## src/rtl/difference_extract_pkg.sv

```systemverilog
// Shared types and defaults for the difference_extract block: the press FSM
// state encoding and the default widths used by the top and its interface.
package diff_pkg;

    localparam int WIDTH_DEFAULT    = 10;
    localparam int DEBOUNCE_DEFAULT = 16;
    localparam int COUNT_W          = 4;

    typedef enum logic [1:0] {
        WAIT_RELEASE = 2'd0,
        ARMED        = 2'd1,
        HELD         = 2'd2
    } press_state_t;

endpackage

```

## src/rtl/difference_extract_if.sv

```systemverilog
// Bundle of the board-facing signals of difference_extract.
// The master side (board / bench) drives the raw key and the switches; the
// slave side (the block) returns the difference, borrow, press pulse and count.
// State is a read-only view of the press FSM for observation.
// Handshake: there is no back-pressure. Valid is a one-cycle pulse that marks
// the cycle in which Diff/Borrow/Count have just been updated; the consumer
// must sample on that cycle, and the values then hold until the next pulse.
interface difference_extract_if
    import diff_pkg::*;
#(
    parameter int WIDTH = WIDTH_DEFAULT
);
    logic               Key_n;
    logic [WIDTH-1:0]   Data;
    logic [WIDTH-1:0]   Diff;
    logic               Borrow;
    logic               Valid;
    logic [COUNT_W-1:0] Count;
    press_state_t       State;

    modport master (
        output Key_n,
        output Data,
        input  Diff,
        input  Borrow,
        input  Valid,
        input  Count,
        input  State
    );

    modport slave (
        input  Key_n,
        input  Data,
        output Diff,
        output Borrow,
        output Valid,
        output Count,
        output State
    );

endinterface

```

## src/rtl/difference_extract_key_debounce.sv

```systemverilog
// Two-flop synchronizer plus stability counter for an active-low pushbutton.
// The debounced level only changes after DEBOUNCE_CYCLES consecutive
// synchronized samples disagree with it; fall_strobe pulses for one cycle
// right after the level drops from 1 to 0.
module key_debounce
    import diff_pkg::*;
#(
    parameter int DEBOUNCE_CYCLES = DEBOUNCE_DEFAULT
) (
    input  logic Clock,
    input  logic Reset,
    input  logic Key_n,
    output logic level,
    output logic fall_strobe,
    output logic ks
);

    localparam int CNT_W = (DEBOUNCE_CYCLES > 2) ? $clog2(DEBOUNCE_CYCLES) : 1;
    localparam logic [CNT_W-1:0] CNT_MAX = CNT_W'(DEBOUNCE_CYCLES - 1);

    logic             sync1_q;
    logic             sync2_q;
    logic             level_q, level_d;
    logic [CNT_W-1:0] cnt_q, cnt_d;
    logic             fall_q, fall_d;

    // Count disagreeing samples; flip the level once the run is long enough.
    always_comb begin
        level_d = level_q;
        cnt_d   = '0;
        fall_d  = 1'b0;
        if (sync2_q != level_q) begin
            if (cnt_q == CNT_MAX) begin
                level_d = ~level_q;
                fall_d  = level_q;
            end else begin
                cnt_d = cnt_q + 1'b1;
            end
        end
    end

    // Synchronizer and debounce state; reset assumes the key is released.
    always_ff @(posedge Clock) begin
        if (Reset) begin
            sync1_q <= 1'b1;
            sync2_q <= 1'b1;
            level_q <= 1'b1;
            cnt_q   <= '0;
            fall_q  <= 1'b0;
        end else begin
            sync1_q <= Key_n;
            sync2_q <= sync1_q;
            level_q <= level_d;
            cnt_q   <= cnt_d;
            fall_q  <= fall_d;
        end
    end

    assign level       = level_q;
    assign fall_strobe = fall_q;
    assign ks          = sync2_q;

endmodule

```

## src/rtl/difference_extract.sv

```systemverilog
// Turns a running total entered on the switches back into per-press
// increments: each accepted key press captures Data and reports the
// difference from the previous capture, a borrow flag and a press count.
module difference_extract
    import diff_pkg::*;
#(
    parameter int WIDTH           = WIDTH_DEFAULT,
    parameter int DEBOUNCE_CYCLES = DEBOUNCE_DEFAULT
) (
    input logic                 Clock,
    input logic                 Reset,
    difference_extract_if.slave bus
);

    // Reset forces the synchronizer and debounced level to "released" before
    // the pin has actually been sampled, so leaving WAIT_RELEASE needs a run of
    // high samples longer than the synchronizer depth. Otherwise a key held
    // through reset would be mistaken for a fresh press once it debounced low.
    localparam int REL_MAX_I = DEBOUNCE_CYCLES + 1;
    localparam int REL_W     = $clog2(REL_MAX_I + 1);
    localparam logic [REL_W-1:0] REL_MAX = REL_W'(REL_MAX_I);

    logic level;
    logic fall_strobe;
    logic ks;

    key_debounce #(
        .DEBOUNCE_CYCLES(DEBOUNCE_CYCLES)
    ) u_key_debounce (
        .Clock       (Clock),
        .Reset       (Reset),
        .Key_n       (bus.Key_n),
        .level       (level),
        .fall_strobe (fall_strobe),
        .ks          (ks)
    );

    press_state_t       state_q;
    logic [REL_W-1:0]   rel_cnt_q;
    logic [WIDTH-1:0]   prev_q;
    logic [WIDTH-1:0]   diff_q;
    logic               borrow_q;
    logic               valid_q;
    logic [COUNT_W-1:0] count_q;

    // Press FSM with capture registers; Valid is high only on the capture cycle.
    always_ff @(posedge Clock) begin
        if (Reset) begin
            state_q   <= WAIT_RELEASE;
            rel_cnt_q <= '0;
            prev_q    <= '0;
            diff_q    <= '0;
            borrow_q  <= 1'b0;
            valid_q   <= 1'b0;
            count_q   <= '0;
        end else begin
            valid_q <= 1'b0;
            case (state_q)
                WAIT_RELEASE: begin
                    if (level && ks) begin
                        if (rel_cnt_q == REL_MAX) begin
                            state_q   <= ARMED;
                            rel_cnt_q <= '0;
                        end else begin
                            rel_cnt_q <= rel_cnt_q + 1'b1;
                        end
                    end else begin
                        rel_cnt_q <= '0;
                    end
                end
                ARMED: begin
                    if (fall_strobe) begin
                        diff_q   <= bus.Data - prev_q;
                        borrow_q <= (bus.Data < prev_q);
                        prev_q   <= bus.Data;
                        count_q  <= count_q + 1'b1;
                        valid_q  <= 1'b1;
                        state_q  <= HELD;
                    end
                end
                HELD: begin
                    if (level) begin
                        state_q <= ARMED;
                    end
                end
                default: begin
                    state_q <= WAIT_RELEASE;
                end
            endcase
        end
    end

    assign bus.Diff   = diff_q;
    assign bus.Borrow = borrow_q;
    assign bus.Valid  = valid_q;
    assign bus.Count  = count_q;
    assign bus.State  = state_q;

endmodule

```

## src/flat_wrapper.sv

```systemverilog
// flat-port wrapper written by rule: the top's interface ports become plain ports
module difference_extract_flat import diff_pkg::*;
#(
    parameter int WIDTH           = WIDTH_DEFAULT,
    parameter int DEBOUNCE_CYCLES = DEBOUNCE_DEFAULT
)
  (Clock, Reset, bus_Key_n, bus_Data, bus_Diff, bus_Borrow, bus_Valid, bus_Count, bus_State);
  difference_extract_if #(.WIDTH(WIDTH)) bus_i ();
  input logic Clock;
  input logic Reset;
  input wire logic [$bits(bus_i.Key_n)-1:0] bus_Key_n;
  input wire logic [$bits(bus_i.Data)-1:0] bus_Data;
  output wire logic [$bits(bus_i.Diff)-1:0] bus_Diff;
  output wire logic [$bits(bus_i.Borrow)-1:0] bus_Borrow;
  output wire logic [$bits(bus_i.Valid)-1:0] bus_Valid;
  output wire logic [$bits(bus_i.Count)-1:0] bus_Count;
  output wire logic [$bits(bus_i.State)-1:0] bus_State;
  assign bus_i.Key_n = bus_Key_n;
  assign bus_i.Data = bus_Data;
  assign bus_Diff = bus_i.Diff;
  assign bus_Borrow = bus_i.Borrow;
  assign bus_Valid = bus_i.Valid;
  assign bus_Count = bus_i.Count;
  assign bus_State = bus_i.State;
  difference_extract #(.WIDTH(WIDTH), .DEBOUNCE_CYCLES(DEBOUNCE_CYCLES)) u_core (.Clock(Clock), .Reset(Reset), .bus(bus_i));
endmodule
```

## config.mk

```make
export PLATFORM = sky130hd
export DESIGN_NAME = difference_extract_flat
export DESIGN_NICKNAME = d
export VERILOG_FILES = /design/src/rtl/difference_extract_pkg.sv /design/src/rtl/difference_extract_if.sv /design/src/rtl/difference_extract_key_debounce.sv /design/src/rtl/difference_extract.sv /design/src/flat_wrapper.sv
export SDC_FILE = /design/constraint.sdc
export NUM_CORES = 1
export LEC_CHECK = 0
export ABC_AREA = 1
export ABC_CLOCK_PERIOD_IN_PS = 1600
export BUFFER_PORTS_ARGS = -buffer_cell sky130_fd_sc_hd__buf_2
export CAP_MARGIN = 10
export CORE_MARGIN = 10
export CORE_UTILIZATION = 40
export DETAILED_ROUTE_END_ITERATION = 12
export HOLD_SLACK_MARGIN = 0.12
export PLACE_DENSITY_LB_ADDON = 0.1
export SYNTH_ARGS = -nofsm -noshare
export SYNTH_HDL_FRONTEND = slang
export SYNTH_HIERARCHICAL = 1
export SYNTH_SLANG_ARGS = --single-unit
```

## constraint.sdc

```tcl
create_clock -name Clock -period 1.6 [get_ports Clock]
set_input_delay 0.48 -clock Clock [delete_from_list [all_inputs] [get_ports Clock]]
set_output_delay 0.48 -clock Clock [all_outputs]
set_load 0.05 [all_outputs]
```

Word-level counts from Yosys, hierarchy flattened
Index checks and enable logic that the tools add are counted.
Widths: inputs -> output; s select.
{ "totals": {"reg_bits": 41, "latch_bits": 0, "ram_bits": 0, "rom_bits": 0, "inputBits": 13, "output_inout_bits": 18, "n_memories": 0} }
{ "classes": {"addsub": 4, "n_mul": 0, "div": 0, "n_lt_le_gt_ge": 1, "n_eq_ne": 9, "n_shift": 0, "mux": 8, "bitwise_logic": 4, "reduce_logical": 8} }
{ "ops": {"columns": ["operator", "n"], "rows": [
  ["$lt 10x10->1", 1],
  ["$mux 5", 2],
  ["$sub 10x10->10", 1],
  ["$add 4x1->4 const B", 2],
  ["$mux 2", 4],
  ["$pmux 2 s3", 1],
  ["$reduce_or 3->1", 2],
  ["$add 5x1->5 const B", 1],
  ["$eq 5x5->1 const B", 1],
  ["$eq 4x4->1 const B", 1],
  ["$ne 2x1->1 const B", 2],
  ["$ne 2x2->1 const B", 2],
  ["$not 1->1", 4],
  ["$reduce_and 2->1", 2],
  ["$reduce_and 4->1", 1],
  ["$eq 2x1->1 const B", 1],
  ["$eq 2x2->1 const B", 1],
  ["$logic_not 2->1", 1],
  ["$reduce_or 2->1", 1],
  ["$logic_and 1x1->1", 1],
  ["$mux 1", 1],
  ["$ne 1x1->1", 1]
]} }

Logic depth before layout (Yosys ltp)
Gate-level depths: netlist (run 1).
{ "depth": {"word_depth": 4, "ltp_mapped": 14} }

Cells and area by module
Netlist (run 1), hierarchy kept.
{ "modules_own_cells": {"columns": ["module", "instances", "cells_per_inst", "area_each_um2", "seq_area_each_um2"], "rows": [
  ["difference_extract", 1, 234, 1739.2, 660.6],
  ["key_debounce", 1, 31, 295.3, 160.2]
]} }

Worst setup path after synthesis (run 1)
OpenSTA, ideal clock, no wires.
{ "synth_path": {"path_kind": "input -> register", "start": "input bus_Data[0]", "end": "register u_core.diff_q[8], in the netlist u_core/bus.Diff[8]", "setup_time_ps": 109, "arrival_time_ps": 1643, "path_slack_ps": -152, "cell_stages": 14, "n_path_buf": 0, "path_cell_list": "inv_1 > ha_1 > inv_1 > fa_1 > nand2_1 > nand2_1 > nand2_1 > inv_1 > nand2_1 > nand2_1 > nand2_1 > nand3_1 > nand2_1 > inv_1"} }
{ "synth_via": {"elab_chain_len": 1} }
{ "synth_lines": {"columns": ["element", "line", "rtl"], "rows": [
  ["from (decl)", "flat_wrapper.sv:12", "input wire logic [$bits(bus_i.Data)-1:0] bus_Data;"],
  ["$sub 10x10->10", "difference_extract.sv:73", "diff_q <= bus.Data - prev_q;"],
  ["to (signal assigned)", "difference_extract.sv:73", null],
  ["to (decl)", "difference_extract.sv:41", "logic [WIDTH-1:0] diff_q;"]
]} }
No other way between the ends.
A chain may end at the register's enable or synchronous reset.

Worst setup path in the final report (run 1)
{ "layout_path": {"start": "input bus_Data[0]", "end": "register u_core.diff_q[6], in the netlist u_core/bus.Diff[6]"} }
Same word-level chain as after synthesis.

==> metrics.cfg, run 1 <==
[detailed_routing]
antenna_left = 0
post_drt_via_cell_ratio = 4.78
dr.pass1.iters = 4
wl_per_cell_um = 11.6
drc = 0
dr_total_vias = 1811
wl_mm = 4.41
initialDrtViolationCount = 70

[die]
io_pins = 31
die_y_um = 91.3
rows = 25
start_util = 0.422
core_um2 = 4820
fp.dieW_um = 91.3
dieArea_um2 = 8340

[placement]
dp_hpwl_mm = 3.33
placed_cells = 371
gp_congestion = 0.786
portBuffers = 30
placed_area_um2 = 2370

[final_layout]
design_area_um2 = 2500
num-nets-final = 340
n_antenna_cell = 0
final_util = 0.518
area_growth_pct = 22.7
final_cells = 379
drive_above_1_share = 0.266

[synth]
synth_cell_types = 29
synthCells = 265
syn_avg_cell_area_um2 = 7.68
yosysWarnings = 6
ys_ff_latch = 41
synth_edf_count = 0
synth-async-reset-ratio = 0
synth_nets = 293
ys.flop_type = dfxtp_1
syn_area_um2 = 2030
yosysSeqAreaShare = 0.403

[power_and_ir_drop]
p_int_mw = 1.46
pwr-share-clk = 0.364
power_density_nw_per_um2 = 774
p_comb_frac = 0.098
switchingPower_uw = 476
power_mw = 1.93
sw_frac_of_total = 0.247
p_leak_nw = 1.13
peakVddDrop_uv = 337
p_seq_frac = 0.537

[grt]
antenna_found_initial = 0
grt_util_all_layers = 0.108
grt_overflow = 0
grt_pass1_wl_mm = 7.58
grt_pass1_vias = 1707
grt_use_met3 = 0.0420
use_met2 = 0.165
grt_max_degree = 23
top_usage_layer = met2
grt_util_met1 = 0.134

[timing]
setup_viol = 0
hold_violations = 0
drv_slew = 0
skew_ns = 0.00502
tightest_slew_ns = 0.382
rsz0062_at_grt = true
clock.fmax_mhz = 636
post-route-min-period_ns = 1.57
timing.slew.headroom = 0.745
setup-tns-final_ns = 0
period_share = 0.982

[worst_hold_path]
hp-class = in -> reg

[cts]
cts.sinks = 41
ctsHoldBuffers = 0
clk-insertion-delay-late_ns = 0.29
htree_levels = 2
cts_tree = done
clk_pin_slew_worst_paths_ns = 0.08
cts_buffers = 5
cts_root_buf = clkbuf_8
clockBufferDepth = 2

[critical_path]
cp-end-kind = flop
crit_type = in -> reg
crit_required_ns = 1.80
start_kind = primary input
cp_max_fo = 3
cp_data_arrival_time_ns = 1.77

[job]
max-cap-violations = 0

[status]
status = completed

## power by group through the flow
stage	clock network, mW	logic, mW	registers (mW)
after global routing	0.775	0.218	1.04
after floorplan	0	0.112	1.06
final	0.703	0.190	1.04
after detailed placement	0	0.182	1.06
after global placement	0	0.182	1.06
after CTS	0.732	0.187	1.04
## what timing repair did
item | 4_1_cts | 5_1_grt
buffers inserted | 0 | 1
setup endpoints to repair | 3 | 4
pin swaps | 3 | 0
cloned | 0 | 0
gates resized for setup | 5 | 6
## layer usage
metal	part of all wire	up-vias
li1	-	956
met5	0	-
met4	0.014	0
met2	0.42	36
met1	0.50	813
met3	0.059	6
## path summary, 6_finish.rpt
check	startpoint	endpoint	slack, ns	cells past startpoint
worst max-delay path	bus_Data[0]	u_core/bus.Diff[6]	0.03	15
worst min-delay path	bus_Key_n	u_core/u_key_debounce/sync1_q	0.36	2
worst max register to register	u_core/prev_q[0]	u_core/bus.Diff[6]	0.04	13
worst min register to register	u_core/u_key_debounce/sync1_q	u_core/u_key_debounce/ks	0.41	1
## cells in the final DEF, fill, tap and decap left out, drive strengths merged
cell type   n
inv        35
o21ai      16
nor3        2
a21o        1
nand2      49
o21a        6
nand4       4
xnor2       2
clkbuf      6
or2         6
o21bai      1
xor2        4
a211oi      1
o211ai      1
fa          1
buf        46
dfxtp      41
clkinvlp    1
ha         14
nor2       21
or3         1
a21oi      27
nand3      26
## Yosys cell counts, drive strengths merged, types with 2 or more instances
| cell type | number | area, µm² |
|---|---|---|
| nor3 | 2 | 10.0 |
| buf | 6 | 42.5 |
| dfxtp | 41 | 821 |
| xnor2 | 2 | 17.5 |
| inv | 35 | 131 |
| ha | 14 | 175 |
| nor2 | 21 | 86.3 |
| nand3 | 26 | 145 |
| or2 | 6 | 37.5 |
| xor2 | 4 | 35.0 |
| o21a | 6 | 45.0 |
| nand2 | 49 | 184 |
| o21ai | 16 | 80.1 |
| nand4 | 4 | 25.0 |
| a21oi | 27 | 143 |
## worst max-delay path, cell delays in order
cell     delay [ns]
buf_2          0.14
inv_12         0.06
ha_4           0.12
inv_4          0.03
fa_2           0.33
nand2_2        0.08
nand2_2        0.05
nand2_2        0.07
inv_2          0.05
nand3_2        0.05
nand2_1        0.05
nand2_1        0.08
nand3_2        0.06
nand2_1        0.07
inv_1          0.03
## sequential cells by signal, summed over array words and instances, names as in the netlist
| signal | flops |
|---|---|
| u_core/bus.Borrow | 1 |
| u_core/bus.Count | 4 |
| u_core/bus.Diff | 10 |
| u_core/bus.State | 2 |
| u_core/bus.Valid | 1 |
| u_core/prev_q | 10 |
| u_core/rel_cnt_q | 5 |
| u_core/u_key_debounce/cnt_q | 4 |
| u_core/u_key_debounce/fall_strobe | 1 |
| u_core/u_key_debounce/ks | 1 |
| u_core/u_key_debounce/level | 1 |
| u_core/u_key_debounce/sync1_q | 1 |
## final cells by class
cell class                 count  area, µm²
multi-input combinational    183       1080
tap                           67       83.8
inverter                      35        146
fill                         519       2320
clock inverter                 1       7.51
timing repair buffer          46        270
clock buffer                   6       82.6
sequential                    41        822
## stage by stage
stage / hold WS, ns / setup WS (ns)
global route: 0.367 / -0.0609
CTS: 0.358 / 0.0275
finish: 0.365 / 0.0283
global placement: 0.396 / -0.353
floorplan: 0.389 / -0.0976
detailed placement: 0.398 / -0.383
## kinds of logic (layout without fill, tap and decap cells)
| family | after synthesis | in the layout | share of synthesized area |
|---|---|---|---|
| simple gates | 109 | 109 | 0.243 |
| xor+xnor | 6 | 6 | 0.0258 |
| compound gates | 53 | 53 | 0.146 |
| fa+ha+maj | 15 | 15 | 0.0959 |
| flops | 41 | 41 | 0.403 |
| buf+inv | 41 | 88 | 0.0855 |
Power figures use the tool's default switching activity.
==> inputs of run 2 (changes only) <==
--- a/config.mk
+++ b/config.mk
@@ -6,7 +6,7 @@
 export NUM_CORES = 1
 export LEC_CHECK = 0
 export ABC_AREA = 1
-export ABC_CLOCK_PERIOD_IN_PS = 1600
+export ABC_CLOCK_PERIOD_IN_PS = 1800
 export BUFFER_PORTS_ARGS = -buffer_cell sky130_fd_sc_hd__buf_2
 export CAP_MARGIN = 10
 export CORE_MARGIN = 10
==> constraint.sdc (replaced) <==
create_clock -name Clock -period 1.8 [get_ports Clock]
set_input_delay 0.54 -clock Clock [delete_from_list [all_inputs] [get_ports Clock]]
set_output_delay 0.54 -clock Clock [all_outputs]
set_load 0.05 [all_outputs]
==> run 2 against run 1 <==
Compared with the run above: count of clock-buffer cells in the layout did not move; hold slack better by 0.054 ns; clock power down 8.7%; sequential power down 11%; sequential share of layout area grew 0.57 points; register-to-register slack gained 0.14 ns; utilization is 0.96 points lower; sequential cell count stayed put; power shrank 11%; die area did not move; critical path type unchanged; critical endpoint is now u_core/bus.Diff[8]; largest power group unchanged.
==> metrics.cfg, run 2 (same netlist as run 1, synthesis figures left out) <==
[detailed_routing]
antenna_left = 0
drc = 0
dr_total_vias = 1765
dr.pass1.iters = 4
wl_per_cell_um = 11.3
wl_mm = 4.30
initialDrtViolationCount = 70
post_drt_via_cell_ratio = 4.66

[critical_path]
cp_slowest_cell = fa_2
cp_data_arrival_time_ns = 1.87
r2r_start = u_core/prev_q[0]
startpoint = bus_Data[0]
crit_required_ns = 2.00
cp_max_fo = 3
cpMostUsedCell = nand2_2
slowest_delay_ns = 0.38
cp-end-kind = flop
crit_chain = buf_2 -> inv_2 -> ha_2 -> inv_2 -> fa_2 -> nand2_2 -> nand2_1 -> nand2_2 -> inv_2 -> nand2_2 -> nand2_2 -> nand2_1 -> nand3_1 -> nand2_1 -> inv_1
critPathCapture = u_core/bus.Diff[8]
rrSetupSlack_ns = 0.18
crit_type = in -> reg
r2r_end = u_core/bus.Diff[8]
start_kind = primary input
reg2reg_depth = 13

[die]
die_y_um = 91.3
rows = 25
core_um2 = 4820
fp.dieW_um = 91.3
io_pins = 31
start_util = 0.422
dieArea_um2 = 8340

[placement]
gp_congestion = 0.797
portBuffers = 30
placed_cells = 371
dp_hpwl_mm = 3.31

[grt]
grt_pass1_wl_mm = 7.56
antenna_found_initial = 0
grt_max_degree = 23
grt_pass1_vias = 1674
grt_util_all_layers = 0.106
grt_overflow = 0

[cts]
cts_setup_buffers = 0
cts.sinks = 41
clk_pin_slew_worst_paths_ns = 0.08
clk-insertion-delay-late_ns = 0.29
htree_levels = 2
clockBufferDepth = 2
cts_buffers = 5
cts_tree = done
cts_root_buf = clkbuf_8

[timing]
setup_viol = 0
timing.slew.headroom = 0.748
hold_violations = 0
rsz0062_at_grt = false
clock.fmax_mhz = 600
period_share = 0.926
drv_slew = 0
post-route-min-period_ns = 1.67
tightest_slew_ns = 0.377
skew_ns = 0.00369

[power_and_ir_drop]
sw_frac_of_total = 0.248
peakVddDrop_uv = 417
p_seq_frac = 0.534
pwr-share-clk = 0.372
p_int_mw = 1.30
p_leak_nw = 1.13
p_comb_frac = 0.094
switchingPower_uw = 428
power_density_nw_per_um2 = 705

[final_layout]
mostFrequentLayoutCells = nand2_1, dfxtp_1, buf_2
layout_commonest_cell = nand2_1
n_antenna_cell = 0
num-nets-final = 339
final_util = 0.509
final_cells = 379
area_growth_pct = 20.4
drive_above_1_share = 0.247

[job]
max-cap-violations = 0

[worst_hold_path]
hp-class = reg -> reg

[status]
status = completed

[run 2: repair_timing]
item / 4_1_cts / 5_1_grt
gates resized for setup: 0 / 8
endpoints found under the setup margin: 0 / 1
hold buffers: 0 / 0
[run 2: metrics by stage]
stage	hold WS [ns]	area, µm²	total power, mW	TNS [ns]	setup slack [ns]
floorplan	0.389	2040	1.04	0	0.0354
global placement	0.395	2340	1.10	-0.502	-0.158
detailed placement	0.404	2340	1.10	-0.627	-0.196
CTS	0.424	2440	1.75	0	0.128
global route	0.418	2450	1.83	0	0.00749
finish	0.419	2450	1.73	0	0.133
[run 2: area by class of cell]
cell class	count	area, µm²
fill	517	2370
multi-input combinational	183	1050
sequential	41	821
timing repair buffer	45	263
inverter	35	131
tap	67	83.8
clock buffer	6	82.6
clock inverter	2	13.8
[run 2: layer usage]
| metal | GRT usage | share of wire | vias up |
|---|---|---|---|
| li1 | - | - | 961 |
| met4 | 0.0313 | 0.0084 | 0 |
| met3 | 0.0337 | 0.044 | 4 |
| met2 | 0.159 | 0.42 | 26 |
| met1 | 0.143 | 0.53 | 774 |
| met5 | 0 | 0 | - |
[run 2: how the worst min path moves through the flow]
stage	cells past startpoint	startpoint	slack [ns]	endpoint
after floorplan	1	u_core/u_key_debounce/sync1_q	0.39	u_core/u_key_debounce/ks
after detailed placement	1	u_core/u_key_debounce/sync1_q	0.40	u_core/u_key_debounce/ks
after global routing	2	bus_Key_n	0.42	u_core/u_key_debounce/sync1_q
after global placement	1	u_core/u_key_debounce/sync1_q	0.40	u_core/u_key_debounce/ks
after CTS	1	u_core/u_key_debounce/sync1_q	0.42	u_core/u_key_debounce/ks
final	1	u_core/u_key_debounce/sync1_q	0.42	u_core/u_key_debounce/ks
[run 2: power groups by stage]
stage | clock (mW) | sequential [mW] | combinational [mW]
6_report | 0.642 | 0.923 | 0.163
5_1_grt | 0.714 | 0.925 | 0.187
2_1_floorplan | 0 | 0.942 | 0.0970
3_3_place_gp | 0 | 0.944 | 0.160
4_1_cts | 0.668 | 0.923 | 0.161
3_5_place_dp | 0 | 0.945 | 0.160
[run 2: worst max-delay path: cells and delay by family]
kind,cells,cell delay (ns)
buffers and inverters,5,0.26
and+or+nand+nor,8,0.52
adders and majority gates,2,0.54
==> inputs of run 3 (changes only) <==
--- a/config.mk
+++ b/config.mk
@@ -5,7 +5,6 @@
 export SDC_FILE = /design/constraint.sdc
 export NUM_CORES = 1
 export LEC_CHECK = 0
-export ABC_AREA = 1
 export ABC_CLOCK_PERIOD_IN_PS = 1800
 export BUFFER_PORTS_ARGS = -buffer_cell sky130_fd_sc_hd__buf_2
 export CAP_MARGIN = 10
==> run 3 against run 2 <==
Compared with the run above: wire length is 1.7% lower; largest cell class unchanged; critical endpoint is now u_core/bus.Diff[6]; area after synthesis is 0.12% lower; via count down 3.1%; clock power rose by 37%.
==> metrics.cfg, run 3 <==
[status]
status = completed

[synth]
synth-adder-area-share = 0.0961
synthTopCellsByArea = dfxtp_1, ha_1, nand2_1
synth-async-reset-ratio = 0
synthMuxAreaShare = 0.00493
synth_cell_types = 48
synth_top_family_by_area = simple AND/OR/NAND/NOR gates
ys_ff_latch = 41
syn_area_um2 = 2030
synth-compound-area-share = 0.146
synthSimpleGateAreaFrac = 0.236
synth_edf_count = 0
syn_avg_cell_area_um2 = 8.80
synth_nets = 259
synthCells = 231
yosys.cell_count.top_type = dfxtp_1
synth_top_area_frac = 0.404
yosysWarnings = 6
ys_top_cells_by_count = dfxtp_1, nand2_1, a21oi_1, nor2_1, ha_1
yosysSeqAreaShare = 0.404
ys.flop_type = dfxtp_1
synth_top_area_cell = dfxtp_1
synth_xor_area_frac = 0.0603

[critical_path]
r2r_end = u_core/bus.Diff[6]
r2r_start = u_core/prev_q[0]
cp_data_arrival_time_ns = 1.86
crit_required_ns = 1.98
startpoint = bus_Data[0]
slowest_delay_ns = 0.39
critPathCapture = u_core/bus.Diff[6]
cp_slowest_cell = fa_1
rrSetupSlack_ns = 0.19
reg2reg_depth = 8
start_kind = primary input
cp-end-kind = flop
crit_chain = buf_2 -> inv_1 -> ha_1 -> inv_1 -> fa_1 -> nand3_1 -> nand2_2 -> a31oi_2 -> or4_1 -> nand3_1
cp_max_fo = 3
crit_type = in -> reg

[die]
start_util = 0.422
rows = 25
core_um2 = 4820
dieArea_um2 = 8330
io_pins = 31
fp.dieW_um = 91.3
die_y_um = 91.3

[timing]
setup_viol = 0
hold_violations = 0
post-route-min-period_ns = 1.67
worst_slack_ns = 0.127
period_share = 0.930
clock.fmax_mhz = 598
tightest_slew_ns = 0.435
holdWs_ns = 0.417
timing.slew.headroom = 0.709
rsz0062_at_grt = false
skew_ns = 0.00385
drv_slew = 0

[cts]
clk-insertion-delay-late_ns = 0.29
clockBufferDepth = 2
cts_root_buf = clkbuf_8
clk_pin_slew_worst_paths_ns = 0.08
cts_buffers = 5
cts_tree = done
cts.sinks = 41
htree_levels = 2
cts_setup_buffers = 0
ctsHoldBuffers = 0

[job]
max-cap-violations = 0

[placement]
portBuffers = 30
gp_congestion = 0.728
place_ws_ns = -0.170
dp_hpwl_mm = 3.21

[power_and_ir_drop]
power_mw = 1.95
pwr-share-clk = 0.450
sw_frac_of_total = 0.213
power_density_nw_per_um2 = 789
p_int_mw = 1.54
p_leak_nw = 1.08
p_comb_frac = 0.078
switchingPower_uw = 415
peakVddDrop_uv = 386
p_seq_frac = 0.472

[detailed_routing]
antenna_left = 0
post_drt_via_cell_ratio = 4.97
drc = 0
dr.pass1.iters = 4
initialDrtViolationCount = 48
dr_total_vias = 1710
wl_per_cell_um = 12.3
wl_mm = 4.23

[final_layout]
area_growth_pct = 21.9
num-nets-final = 304
final_util = 0.514
fillerInstances = 501
drive_above_1_share = 0.253
mostFrequentLayoutCells = dfxtp_1, nand2_1, buf_2
layout_commonest_cell = dfxtp_1
n_antenna_cell = 0

[grt]
grt_pass1_wl_mm = 7.21
grt_pass1_vias = 1613
grt_max_degree = 26
grt_overflow = 0
grt_util_all_layers = 0.103
antenna_found_initial = 0

[worst_hold_path]
hp-class = reg -> reg

run 3: cell count changes after synthesis, moves of 7 or more:
cell	change
o21ai_0	-7
nand3_1	-16
inv_1	-18
o21ai_1	-7
nand2_1	-11
run 3: area by class of cell:
class	instances	area, µm²	area share
Timing Repair Buffer	47	278	0.112
Sequential cell	41	821	0.331
Multi-Input combinational cell	168	1110	0.449
Clock buffer	5	68.8	0.0278
Clock inverter	3	65.1	0.0263
Tap cell	67	83.8	0.0339
Inverter	13	48.8	0.0197
run 3: worst min-delay path by stage:
stage                     cells past startpoint                          start                             to  slack [ns]
after detailed placement                      1  u_core/u_key_debounce/sync1_q       u_core/u_key_debounce/ks        0.40
after CTS                                     2                      bus_Key_n  u_core/u_key_debounce/sync1_q        0.41
after global placement                        1  u_core/u_key_debounce/sync1_q       u_core/u_key_debounce/ks        0.40
after global routing                          2                      bus_Key_n  u_core/u_key_debounce/sync1_q        0.42
after floorplan                               1  u_core/u_key_debounce/sync1_q       u_core/u_key_debounce/ks        0.39
final                                         1  u_core/u_key_debounce/sync1_q       u_core/u_key_debounce/ks        0.42
run 3: cells by family (layout without fill, tap and decap cells):
logic type,Yosys count,count (layout)
xor+xnor,14,14
simple gates,93,93
mux,1,1
fa+ha+maj,15,15
compound gates,45,45
buf+inv,22,68
flops,41,41
run 3: metrics by stage:
step           cells  area (µm²)  setup TNS (ns)
5_1_grt          344        2480               0
3_3_place_gp     336        2340          -0.569
6_report         344        2480               0
4_1_cts          344        2470               0
3_5_place_dp     336        2340          -0.629
2_1_floorplan    231        2030               0
run 3: repair_timing:
action,in CTS,in global routing
hold endpoints to repair,0,0
gates resized for setup,0,1
setup endpoints to repair,0,1
run 3: metal layers:
metal  up-vias  global-route usage  routed length (µm)
li1        882                   -                   -
met1       789               0.125                2040
met2        33               0.154                1820
met3         6              0.0453                 303
met4         0              0.0431                  63
met5         -                   0                   0
run 3: critical path, delay by kind of cell:
kind | cells | cell delay (ns)
and+or+nand+nor | 4 | 0.38
adders and majority gates | 2 | 0.53
buffers and inverters | 3 | 0.20
AOI/OAI and AO/OA | 1 | 0.20
run 3: power by group through the flow:
stage          clock network (mW)  registers (mW)  logic (mW)
3_5_place_dp                    0           0.944       0.151
4_1_cts                     0.908           0.923       0.152
6_report                    0.879           0.923       0.152
2_1_floorplan                   0           0.942      0.0929
5_1_grt                     0.940           0.924       0.171
3_3_place_gp                    0           0.944       0.151
